--- src/rtl/router_pkt_src.sv ---
// Packet source feeding the router: buffers host payload words, then serialises
// header, payload and XOR parity onto the 3-bit bus while honouring busy.
module router_pkt_src #(
    parameter int DEPTH = 16,
    parameter int CW    = 5
) (
    input  logic          clock,
    input  logic          resetn,
    input  logic          pl_wr,
    input  logic [2:0]    pl_data,
    input  logic          send,
    input  logic [1:0]    dest,
    input  logic          busy,
    output logic [2:0]    data_out,
    output logic          pkt_valid,
    output logic          idle,
    output logic          done,
    output logic          err,
    output logic [CW-1:0] count
);

    localparam int AW = (DEPTH > 1) ? $clog2(DEPTH) : 1;

    typedef enum logic [1:0] {
        S_IDLE,
        S_HEADER,
        S_PAYLOAD,
        S_PARITY
    } state_t;

    state_t        state_q, state_d;
    logic [2:0]    data_q, data_d;
    logic [2:0]    parity_q, parity_d;
    logic          pv_q, pv_d;
    logic          done_q, done_d;
    logic          err_q, err_d;
    logic [CW-1:0] count_q, count_d;
    logic [CW-1:0] idx_q, idx_d;
    logic [CW-1:0] idx_inc;
    logic          wr_en;
    logic [2:0]    buf_q [DEPTH];

    always_comb begin
        state_d  = state_q;
        data_d   = data_q;
        parity_d = parity_q;
        pv_d     = pv_q;
        done_d   = 1'b0;
        err_d    = 1'b0;
        count_d  = count_q;
        idx_d    = idx_q;
        idx_inc  = idx_q + CW'(1);
        wr_en    = 1'b0;

        unique case (state_q)
            S_IDLE: begin
                if (pl_wr) begin
                    if (count_q < CW'(DEPTH)) begin
                        wr_en   = 1'b1;
                        count_d = count_q + CW'(1);
                    end else begin
                        err_d = 1'b1;
                    end
                end else if (send) begin
                    if (count_q == '0 || dest == 2'd3) begin
                        err_d = 1'b1;
                    end else begin
                        state_d  = S_HEADER;
                        data_d   = {1'b0, dest};
                        parity_d = {1'b0, dest};
                        pv_d     = 1'b1;
                        idx_d    = '0;
                    end
                end
            end
            S_HEADER: begin
                if (!busy) begin
                    state_d = S_PAYLOAD;
                    data_d  = buf_q[0];
                end
            end
            S_PAYLOAD: begin
                // data_q always holds buf[idx], so it is the word being accepted
                if (!busy) begin
                    parity_d = parity_q ^ data_q;
                    if (idx_inc == count_q) begin
                        state_d = S_PARITY;
                        data_d  = parity_q ^ data_q;
                        pv_d    = 1'b0;
                    end else begin
                        idx_d  = idx_inc;
                        data_d = buf_q[idx_inc[AW-1:0]];
                    end
                end
            end
            S_PARITY: begin
                if (!busy) begin
                    state_d = S_IDLE;
                    count_d = '0;
                    data_d  = '0;
                    pv_d    = 1'b0;
                    done_d  = 1'b1;
                end
            end
            default: state_d = S_IDLE;
        endcase
    end

    always_ff @(posedge clock) begin
        if (resetn) begin
            state_q  <= S_IDLE;
            data_q   <= '0;
            parity_q <= '0;
            pv_q     <= 1'b0;
            done_q   <= 1'b0;
            err_q    <= 1'b0;
            count_q  <= '0;
            idx_q    <= '0;
        end else begin
            state_q  <= state_d;
            data_q   <= data_d;
            parity_q <= parity_d;
            pv_q     <= pv_d;
            done_q   <= done_d;
            err_q    <= err_d;
            count_q  <= count_d;
            idx_q    <= idx_d;
        end
    end

    // Payload storage carries no reset; count alone defines which entries are live.
    always_ff @(posedge clock) begin
        if (wr_en) begin
            buf_q[count_q[AW-1:0]] <= pl_data;
        end
    end

    assign data_out  = data_q;
    assign pkt_valid = pv_q;
    assign done      = done_q;
    assign err       = err_q;
    assign count     = count_q;
    assign idle      = (state_q == S_IDLE);

endmodule

--- config.mk ---
export PLATFORM = sky130hd
export DESIGN_NAME = router_pkt_src
export DESIGN_NICKNAME = d
export VERILOG_FILES = /design/src/rtl/router_pkt_src.sv
export SDC_FILE = /design/constraint.sdc
export NUM_CORES = 1
export LEC_CHECK = 0
export ABC_CLOCK_PERIOD_IN_PS = 2500
export CAP_MARGIN = 10
export CORE_MARGIN = 2
export CORE_UTILIZATION = 55
export DETAILED_ROUTE_END_ITERATION = 10
export GPL_ROUTABILITY_DRIVEN = 0
export PLACE_DENSITY = 0.74
export SLEW_MARGIN = 40
export SYNTH_ARGS = -nofsm -noshare
export SYNTH_HDL_FRONTEND = slang
export SYNTH_SLANG_ARGS = --single-unit
--- constraint.sdc ---
create_clock -name clock -period 2.5 [get_ports clock]
set_input_delay 0.5 -clock clock [delete_from_list [all_inputs] [get_ports clock]]
set_output_delay 0.5 -clock clock [all_outputs]
set_load 0.02 [all_outputs]
* Word-level counts from Yosys, hierarchy flattened
Memories as Yosys holds them, arrays and structs flattened.
Cells that the tools add are included.
** Cells by class
- Shifts and indexed selects :: 0
- Equality and inequality tests :: 15
- Add/sub/neg operators :: 2
- $mul :: 0
- Mux-type cells :: 45
- $lt $le $gt $ge :: 1
- Divide/modulo/power cells :: 0
- Reductions and logical operators :: 14
- Bitwise logic cells :: 3
** Operator list (count)
- 5-bit two-way mux :: 8
- 3-bit two-way mux :: 8
- 5-bit one-hot mux with 2 select lines :: 2
- 2-bit != test, second input constant :: 9
- 1-bit two-way mux :: 16
- 2-bit two-way mux :: 7
- 7-bit AND reduction :: 2
- 3-bit one-hot mux with 4 select lines :: 1
- 6-bit AND reduction :: 2
- 5-bit by 1-bit adder with 5-bit output, second input constant :: 2
- 2-bit one-hot mux with 4 select lines :: 1
- 2-bit equality test, second input constant :: 3
- 3-bit one-hot mux with 2 select lines :: 1
- 5-bit equality test :: 1
- 5-bit logical NOT :: 1
- 5-bit less-than comparator, second input constant :: 1
- 5-bit AND reduction :: 1
- 4-bit AND reduction :: 1
- 2-bit nonzero test :: 2
- 2-bit OR reduction :: 2
- 1-bit one-hot mux with 3 select lines :: 1
- 3-bit nonzero test :: 1
- 3-bit XOR :: 1
- 2-bit by 1-bit equality test with 1-bit output, second input constant :: 1
- other kinds (4) :: 5
** Storage, ports and cells
- Word-level logic and storage cells :: 89
- Latch bits :: 0
- Output and inout port bits :: 12
- RAM bits :: 48
- Bits in registers :: 21
- Input port bits :: 10
- ROM bits :: 0
- Memories :: 1
** Memories
- buf_q :: depth 16, width 3, rd ports 2, clocked after Yosys merged registers in 0, write ports 1, line 41 : logic [2:0] buf_q [DEPTH];

* Longest topological paths before layout
- Depth in word-level cells :: 6
- Mapped depth :: 8
- Gate-level depth less buffers :: 7

* Least setup slack after synthesis
OpenSTA, ideal clock, no wires.
- Kind :: flip-flop to flip-flop
- Start :: register count_q[0], in the netlist count[0]
- End :: register idx_q[1]
- Data arrival time :: 2170 ps
- Buffers on the path :: 1
- Stages on the path, launching flop included :: 9
- Slack :: 213 ps
- Path through :: dfxtp_1 -> clkbuf_1 -> inv_1 -> ha_1 -> nor4b_2 -> o31a_1 -> a211oi_2 -> o22ai_1 -> a32o_1
** On the way
- Word-level cells in the longest chain between the ends :: 4
- Elaborated cells between the ends (all ways) :: 6
- Classes of those cells :: 3 x eq/ne; 3 x reduce/logical
** RTL lines
- start, declared :: line 37 : logic [CW-1:0] count_q, count_d;
- start signal, assigned :: line 126 : count_q <= count_d;
- 5-bit logical NOT :: line 65 : if (count_q == '0 || dest == 2'd3) begin
- 1-bit logical OR :: line 65
- 2-bit != test (no source line)
- 6-bit AND reduction (no source line) *
- end signal, assigned :: line 127 : idx_q <= idx_d;
- end, declared :: line 38 : logic [CW-1:0] idx_q, idx_d;
Every way passes the cells marked *; elsewhere a longest branch is shown, timed or not.
A chain may end at the register's enable or synchronous reset.

* Worst setup path in the final report
- Start :: register idx_q[1]
- End :: register data_q[1], in the netlist data_out[1]
** On the way
- Word-level cells in the longest chain between the ends :: 5
- Elaborated cells between the ends (all ways) :: 6
- Classes of those cells :: 1 x add/sub; 1 x eq/ne; 3 x mux; 1 x memory
** RTL lines
- 5-bit by 1-bit adder with 5-bit output * :: line 52 : idx_inc = idx_q + CW'(1);
- memory read 16 x 3 bit or 5-bit equality test (tied branches)
- 3-bit two-way mux * :: line 86 : if (idx_inc == count_q) begin
- 3-bit two-way mux * :: line 84 : if (!busy) begin
- 3-bit one-hot mux with 4 select lines * :: line 55 : unique case (state_q)
- end signal, assigned :: line 121 : data_q <= data_d;
- end, declared :: line 32 : logic [2:0] data_q, data_d;
Every way passes the cells marked *; elsewhere a longest branch is shown, timed or not. The select of a mux whose other input is x is not followed.

==> results.json <==
{
  "area_delta_synth_final_pct": 17.2,
  "cts_max_level": 3,
  "path_cells": "ha_1 -> buf_4 -> mux4_1 -> mux4_2 -> mux2i_1 -> o22ai_1",
  "fin_nets": 313,
  "path_clk_slew_ns": 0.08,
  "synthTopCellsByArea": "edfxtp_1, dfxtp_1, mux4_1",
  "wl_per_cell_um": 18.4,
  "grt_pass1_vias": 2169,
  "postCtsSetupBuffers": 0,
  "cts_buffers": 9,
  "synth_ff_type": "edfxtp_1",
  "fin_util": 0.664,
  "grt_first_pass_wirelength_um": 11000,
  "max_freq_mhz": 448,
  "setup_ws_ns": 0.268,
  "p_per_area_nw_per_um2": 738,
  "floorplan.rows": 28,
  "irDropWorstVdd_mv": 0.506,
  "coreArea_um2": 5920,
  "startpoint": "idx_q[1]",
  "relSlewSlack": 0.645,
  "grt_max_degree": 17,
  "critPathLaunchType": "register",
  "cts_tree": "done",
  "cts_sinks": 69,
  "synth_edf_count": 48,
  "die_x_um": 82.1,
  "critPathRequiredTime_ns": 2.73,
  "reg2reg_from": "idx_q[1]",
  "synth.top_cells.by_count": "edfxtp_1, nor2_1, dfxtp_1",
  "start_util": 0.566,
  "grt_overflow": 0,
  "outcome": "finished clean",
  "die_y_um": 82.1,
  "drt-total-wl_um": 6870,
  "post-synth-top-count-cell": "edfxtp_1",
  "dp_hpwl_um": 4900,
  "rsz0062_at_grt": "no",
  "fin_crit_sh": 0.893,
  "worst-setup-path-type": "register to register",
  "portBuffers": 21,
  "vias_per_cell": 5.91,
  "r2r_slack_ns": 0.27,
  "fin_crit_ns": 2.23,
  "grtUsageTotal": 0.225,
  "antenna_left": 0,
  "clk_latency_ns": 0.35,
  "fin_hold_ws_ns": 0.488,
  "hold_viol": 0,
  "drc": 0,
  "ff2ff_path_depth": 6,
  "synth_top_area_share": 0.430,
  "cts_root_buf": "clkbuf_8",
  "ys_types": 46,
  "hold_buffers": 0,
  "async_reset_ff_frac": 0,
  "hold_class": "register to register",
  "place_worst_setup_slack_ns": 0.159,
  "yosysSeqAreaShare": 0.555,
  "cts_max_path_buffers": 2,
  "critPathMaxStageDelay_ns": 0.52,
  "maxCapViolCount": 0,
  "drtPass1Iterations": 4,
  "r2r_end": "data_out[1]",
  "slew_viol_final": 0,
  "drive_gt1_frac": 0.140,
  "synth_nets": 279,
  "crit_slowest_cell": "mux4_2",
  "antenna_found_initial": 0,
  "cp_max_fo": 8,
  "syn_area_um2": 3350,
  "drt-initial-drc-count": 212,
  "cp-endpoint": "data_out[1]",
  "tns_ns": 0,
  "dieArea_um2": 6740,
  "yosysWarnings": 0,
  "synth_top_area_cell": "edfxtp_1",
  "crit_arrival_ns": 2.46,
  "pin_count": 22,
  "end_kind": "register",
  "synth-seq-cells": 69,
  "netlist_instances": 260,
  "worst_pin_slew_ns": 0.531,
  "cellLeakagePower_nw": 1.35,
  "vias": 2210,
  "fin_worst_skew_ns": 0.0107,
  "antennaDiodeCount": 0,
  "syn_avg_cell_area_um2": 12.9,
  "setup_violations": 0
}
[layout make-up]
cell class                 count  area (um2)
fill                         436        1990
sequential                    69        1860
tap                           75        93.8
clock inverter                 7        97.6
timing repair buffer          36         323
multi-input combinational    169        1400
inverter                       9        33.8
clock buffer                   9         124
[repair_timing]
item                                    in CTS  in global routing
resized for setup                            0                  2
endpoints found under the hold margin        0                  0
endpoints found under the setup margin       0                  5
[cell usage in the layout (no fill, tap or decap), drive strengths merged, types with 2 or more instances in the layout]
master	n
edfxtp	48
inv	10
clkbuf	9
nor2	26
a311oi	2
o22ai	3
nand3	4
nand4b	2
o2bb2ai	4
ha	9
nor3	10
o21ai	13
o21a	2
xor2	5
clkdlybuf4s50	21
bufinv	2
a221oi	2
mux4	15
a211o	3
mux2i	4
buf	15
dfxtp	21
or3	2
clkinv	3
nand2	19
a32o	2
xnor2	7
a21oi	13
nand2b	3
and2	4
nand4	2
[how the worst min path moves through the flow]
stage / cells after the start / endpoint / startpoint
2_1_floorplan: 2 / state_q[1] / state_q[1]
3_3_place_gp: 2 / pkt_valid / pkt_valid
3_5_place_dp: 2 / pkt_valid / pkt_valid
4_1_cts: 2 / pkt_valid / pkt_valid
5_1_grt: 1 / idx_q[4] / idx_q[4]
6_report: 2 / pkt_valid / pkt_valid
[sequential cells by signal (all words and copies together) (netlist names)]
name	cells
state_q	2
done	1
idx_q	5
buf_q	48
pkt_valid	1
parity_q	3
data_out	3
err	1
count	5
[critical path, delay by kind of cell (launching register included)]
family	cells	cell delay, ns
AO/OA/AOI/OAI	1	0.09
multiplexers	3	1.00
adder cells (fa/ha/maj)	1	0.47
buffers and inverters	1	0.25
flip-flops	1	0.33
[cells by family (layout without fill, tap and decap cells)]
kind of cell               after synthesis  after routing  share of synthesized area
adders and majority gates                9              9                     0.0336
buffers and inverters                   22             61                     0.0302
xor gates and xnor gates                13             13                     0.0403
and+or+nand+nor                         75             75                      0.110
AOI/OAI and AO/OA                       53             53                      0.108
DFF                                     69             69                      0.555
muxes                                   19             19                      0.123
[layer usage]
metal	routed length, um	up-vias	global-route usage	part of all wire
met3	419	10	0.0648	0.061
met1	3070	1067	0.306	0.45
met2	3280	71	0.351	0.48
met5	0	-	0	0
li1	-	1062	-	-
met4	95	0	0.0733	0.014
[where the power goes]
group | switching (mW) | internal, mW
combinational | 0.335 | 0.251
clock | 0.436 | 0.565
sequential | 0.0365 | 1.28
[per-stage QoR]
stage / instance area (um2) / power (mW) / instances
global route: 3930 / 3.02 / 374
floorplan: 3350 / 1.69 / 260
global placement: 3700 / 1.90 / 358
detailed placement: 3700 / 1.91 / 358
CTS: 3920 / 2.91 / 374
finish: 3930 / 2.90 / 374
(Power assumes the default switching activity.)
